File: config.mk
export PLATFORM = sky130hd
export DESIGN_NAME = mem_access_unit
export DESIGN_NICKNAME = d
export VERILOG_FILES = /design/src/rtl/mem_access_unit.sv
export SDC_FILE = /design/constraint.sdc
export NUM_CORES = 1
export LEC_CHECK = 0
export ABC_AREA = 0
export CAP_MARGIN = 5
export CORE_UTILIZATION = 25
export CTS_CLUSTER_DIAMETER = 120
export DETAILED_ROUTE_END_ITERATION = 16
export PLACE_DENSITY = 0.5
export SLEW_MARGIN = 20
export SYNTH_ARGS = -nofsm -noshare
export SYNTH_HDL_FRONTEND = slang
export SYNTH_SLANG_ARGS = --single-unit
File: constraint.sdc
create_clock -name clk -period 1.8 [get_ports clk]
set_input_delay 0.18 -clock clk [delete_from_list [all_inputs] [get_ports clk]]
set_output_delay 0.18 -clock clk [all_outputs]
set_load 0.02 [all_outputs]
File: src/rtl/mem_access_unit.sv
// Memory port controller: arbitrates fetch and load/store requests
// onto a single-port data memory with alignment and range checking.
module mem_access_unit #(
  parameter int AW        = 16,
  parameter int DW        = 16,
  parameter int MEM_WORDS = 128
) (
  input  logic          clk,
  input  logic          rst_n,
  input  logic          if_req,
  input  logic [AW-1:0] if_addr,
  output logic          if_ack,
  output logic [DW-1:0] if_instr,
  input  logic          ls_req,
  input  logic          ls_we,
  input  logic [AW-1:0] ls_addr,
  input  logic [DW-1:0] ls_wdata,
  output logic          ls_ack,
  output logic [DW-1:0] ls_rdata,
  output logic          acc_err,
  output logic          busy,
  output logic [AW-1:0] mem_a,
  output logic [DW-1:0] mem_wd,
  output logic          mem_we,
  input  logic [DW-1:0] mem_rd
);

  typedef enum logic [1:0] {
    IDLE,
    ACCESS,
    RESP
  } state_t;

  state_t state, nxt;

  logic          grant;
  logic          sel_ls;
  logic [AW-1:0] g_addr;
  logic          g_err;

  logic src_ls;
  logic cap_we;
  logic cap_err;
  logic last_ls;

  always_ff @(posedge clk or negedge rst_n) begin
    if (!rst_n) state <= IDLE;
    else        state <= nxt;
  end

  // Round-robin: under contention, the class not served last wins.
  always_comb begin
    nxt    = state;
    grant  = 1'b0;
    sel_ls = 1'b0;
    unique case (state)
      IDLE: begin
        if (if_req || ls_req) begin
          grant  = 1'b1;
          sel_ls = ls_req && (!if_req || !last_ls);
          nxt    = ACCESS;
        end
      end
      ACCESS:  nxt = RESP;
      RESP:    nxt = IDLE;
      default: nxt = IDLE;
    endcase
  end

  assign g_addr = sel_ls ? ls_addr : if_addr;
  assign g_err  = g_addr[0] |
                  ({1'b0, g_addr[AW-1:1]} >= AW'(MEM_WORDS));

  always_ff @(posedge clk or negedge rst_n) begin
    if (!rst_n) begin
      src_ls   <= 1'b0;
      cap_we   <= 1'b0;
      cap_err  <= 1'b0;
      last_ls  <= 1'b0;
      mem_a    <= '0;
      mem_wd   <= '0;
      mem_we   <= 1'b0;
      if_ack   <= 1'b0;
      ls_ack   <= 1'b0;
      acc_err  <= 1'b0;
      busy     <= 1'b0;
      if_instr <= '0;
      ls_rdata <= '0;
    end else begin
      busy    <= (nxt != IDLE);
      mem_we  <= 1'b0;
      if_ack  <= 1'b0;
      ls_ack  <= 1'b0;
      acc_err <= 1'b0;
      if (grant) begin
        src_ls  <= sel_ls;
        cap_we  <= sel_ls & ls_we;
        cap_err <= g_err;
        last_ls <= sel_ls;
        mem_a   <= g_addr;
        mem_wd  <= ls_wdata;
        mem_we  <= sel_ls & ls_we & ~g_err;
      end
      if (state == ACCESS) begin
        if_ack  <= ~src_ls;
        ls_ack  <= src_ls;
        acc_err <= cap_err;
        // Suppressed accesses return zero, stores included.
        if (cap_err) begin
          if (src_ls) ls_rdata <= '0;
          else        if_instr <= '0;
        end else if (!cap_we) begin
          if (src_ls) ls_rdata <= mem_rd;
          else        if_instr <= mem_rd;
        end
      end
    end
  end

endmodule

==> summary.log <==
[outcome] outcome complete, no violations
[grt] global-route total usage across every layer 0.1343
[logic_synthesis] mean instance size in the synthesized netlist 11.82 sq um
[critical_path] crit path cell chain nand2b_2, inv_2, and2_4, o21a_1, buf_12, mux2_2
[detailed_routing] detail-routed net length per standard cell 14.02 um
[place] Post-Place Setup Slack 0.01115 ns
[detailed_routing] drt via density 4.257
[logic_synthesis] number of distinct library cell variants in the gate-level netlist after synthesis 32
[detailed_routing] Total Routed Length 7.850 mm
[critical_path] master of the slowest instance on the critical path dfrtp_1
[clock_network] H-tree level count 3
[logic_synthesis] top-area cell type share of the netlist area 0.6048
[logic_synthesis] synthesized cell area 0.003062 sq mm
[grt] vias in the first global route 2520
[die] width of the die 112.7 um
[logic_synthesis] cell with the most instances after synthesis dfrtp_1
[timing] Setup Viol. Count Final 0
[place] Detail Placement HPWL 5.777 mm
[power_and_ir_drop] Int Power 0.005938 W
[timing] worst max-slew margin expressed relative to the limit 0.5919
[critical_path] flop2flop setup slack 0.19 ns
[detailed_routing] total vias in the final route 2384
[detailed_routing] remaining antenna violation count 0
[timing] RSZ-0062 raised after global routing no
[logic_synthesis] most area-hungry cell type in the Yosys netlist dfrtp_1
[logic_synthesis] Post-Synthesis Cells 259
[place] total of buffers placed on input and output ports 137
[timing] minimum setup slack in the final design 0.1889 ns
[die] Floorplan Core Area 0.01196 sq mm
[logic_synthesis] FFs w/ async S/R, synth 1.000
[logic_synthesis] Synth Area in Compound Gates 0.06171
[finish] Net count, final 477
[clock_network] Post-CTS Setup Repair Bufs 0
[timing] Period Utilization, post-route 0.8951
[logic_synthesis] ranking of synthesized cells by instance count dfrtp_1, nand2_1, mux2_2, nor2b_1, o21ai_0
[detailed_routing] violation count after the first detailed-routing iteration 78
[power_and_ir_drop] power density relative to cell area 1811 mW/mm^2
[job] reported max-cap violation count 0
[power_and_ir_drop] proportion of power drawn by flip-flops and latches 0.306
[power_and_ir_drop] peak ir drop on the vdd network 0.7862 mV
[finish] utilization after layout 0.4206
[clock_network] clock slew at the register clock pins of the worst setup and hold paths 0.06 ns
[timing] clock tree skew after final layout 0.004422 ns
[power_and_ir_drop] combinational fraction of design power 0.466
[timing] fin. max-slew vios 0
[finish] area added between synthesis and finish 64.32%
[critical_path] crit-path max FO 16
[logic_synthesis] main combinational cell family by area after synthesis multiplexers
[clock_network] number of buffers created by CTS 9
[logic_synthesis] Synth Flop Type dfrtp_1
[die] number of placed I/O pins 138
[critical_path] arrival time of data at the critical path endpoint 1.82 ns
[timing] time the worst path needs with I/O delays and setup 1.611 ns
[critical_path] type of destination of the critical path flip-flop
[logic_synthesis] Seq/Total Area, Yosys 0.6048
[critical_path] slowest stage delay, CP 0.40 ns
[grt] antenna violations before repair 0
[die] floorplan row count 40
[grt] largest net degree at the start of global routing 39
[clock_network] worst-skew pair later-pin latency 0.33 ns
[finish] layout filler cell count 1148
[clock_network] CTS tree done
[logic_synthesis] number of nets in the synthesized netlist 328
[critical_path] kind of critical path flip-flop to flip-flop
[critical_path] Reg2Reg Launch Point state[1]
[grt] wire length of the first global-routing pass 12.97 mm
[timing] count of endpoints failing hold in the final timing report 0
[die] Initial Util 0.2560
[timing] Fmax 620.7 MHz
[finish] fraction of layout cells with a size suffix above 1 0.1671
[timing] transition time at the pin with the least slew margin 0.6098 ns
[logic_synthesis] synthesized-area fraction occupied by xor and xnor cells 0
[critical_path] WP data required 2.01 ns
[timing] total negative slack 0 ns
[die] Die Footprint 0.01269 sq mm
[logic_synthesis] total number of yosys warnings 0
[logic_synthesis] adder and majority cell fraction of the synthesized area 0
[power_and_ir_drop] fraction of power spent switching nets 0.3482
[logic_synthesis] synth top area cells dfrtp_1, nand2_1, mux2_2, mux2_4, nor2b_1
[finish] area of the multi-input gates 0.001122 sq mm
[power_and_ir_drop] leakage power 2.232 nW
[power_and_ir_drop] reported net switching power 0.003172 W
[min_path] Min-Delay Path Class input pin to async pin
[die] die span in y 112.7 um
[logic_synthesis] post-synthesis mux area share 0.1594
[critical_path] worst reg-to-reg path cell count 6
[clock_network] root cell of the clock tree clkbuf_16
[power_and_ir_drop] clock share of power 0.228
[place] RePlAce Congestion 0.7502
[grt] grt total ovfl 0
[finish] n_diodes 0
[critical_path] kind of start point of the critical path flip-flop
[logic_synthesis] count of state elements after synthesis 74
[logic_synthesis] simple-gate share of the synthesized area 0.1406
[finish] register cell area after layout 0.001852 sq mm
[logic_synthesis] number of synthesized flops with an enable pin 0
[clock_network] Longest Clk Path Bufs 2
[detailed_routing] Remaining DRCs 0
[detailed_routing] 1st-pass router iterations 4
[critical_path] worst r2r dst ls_rdata[2]
[clock_network] Sinks on Clock Net 74
[placed cells by master, fill, tap and decap left out, types with 9 or more instances in the layout]
| cell type | netlist | layout |
|---|---|---|
| buf_4 | 1 | 13 |
| clkbuf_16 | 0 | 9 |
| clkdlybuf4s50_1 | 0 | 136 |
| dfrtp_1 | 74 | 74 |
| mux2_2 | 22 | 22 |
| mux2_4 | 10 | 10 |
| mux2i_1 | 9 | 9 |
| nand2_1 | 66 | 66 |
| nor2b_1 | 16 | 16 |
| o21ai_0 | 13 | 13 |
[layout make-up]
class | instances | area share
Timing Repair Buffer | 152 | 0.2999
Clock inverter | 5 | 0.01990
Multi-Input combinational cell | 168 | 0.2231
Inverter | 3 | 0.002238
Tap cell | 147 | 0.03656
Clock buffer | 11 | 0.05024
Sequential cell | 74 | 0.3681
[kinds of logic after synthesis]
| group | Yosys count |
|---|---|
| AOI/OAI and AO/OA | 31 |
| and+or+nand+nor | 96 |
| muxes | 41 |
| buffers and inverters | 17 |
| DFF | 74 |
[worst max-delay path by stage]
stage / start / endpoint / slack (ns) / depth (start not counted)
global route: state[1] / ls_rdata[1] / 0.12 / 6
detailed placement: if_addr[10] / cap_err / 0.01 / 5
global placement: if_addr[10] / cap_err / -0.01 / 5
finish: state[1] / ls_rdata[2] / 0.19 / 6
CTS: cap_err / if_instr[8] / 0.1 / 2
floorplan: state[1] / ls_rdata[10] / 0.26 / 7
[sequential cells by signal, summed over array words and instances, names as in the netlist]
register  cells
cap_we        1
ls_rdata     16
mem_wd       16
cap_err       1
if_instr     16
acc_err       1
mem_we        1
busy          1
last_ls       1
state         2
ls_ack        1
mem_a        16
if_ack        1
[stage by stage]
step	total power [W]	instances	hold WS (ns)	cell area, sq um
floorplan	0.005093	259	-0.1156	3062
global placement	0.007075	543	0.1911	4661
detailed placement	0.007124	543	0.1870	4661
CTS	0.009281	560	0.3570	5024
global route	0.009743	560	0.3688	5031
finish	0.009110	560	0.3576	5031
[critical path: cells and delay by family, from the launching register on]
kind	cells	cell delay (ns)
AOI/OAI and AO/OA	1	0.15
buffers and inverters	2	0.25
DFF	1	0.40
muxes	1	0.34
and+or+nand+nor	2	0.35
[what timing repair did]
item                       4_1_cts  5_1_grt
setup endpoints to repair        0       10
hold buffers                     1        0
gates resized for setup          0        1
hold endpoints to repair        35        0
[per-layer routing]
metal | vias to the layer above | track usage | share of wire
met2 | 95 | 0.2074 | 0.45
met5 | - | 0 | 0
met1 | 1118 | 0.1684 | 0.46
met4 | 0 | 0.04000 | 0.0084
met3 | 6 | 0.06048 | 0.080
li1 | 1165 | - | -
[power by group through the flow]
stage / registers, W / logic, W / clock network [W]
after floorplan: 0.00359 / 0.00150 / 0
after global placement: 0.00280 / 0.00427 / 0
after detailed placement: 0.00281 / 0.00431 / 0
after CTS: 0.00280 / 0.00432 / 0.00216
after global routing: 0.00290 / 0.00459 / 0.00226
final: 0.00279 / 0.00424 / 0.00208
Power figures use the tool's default switching activity.
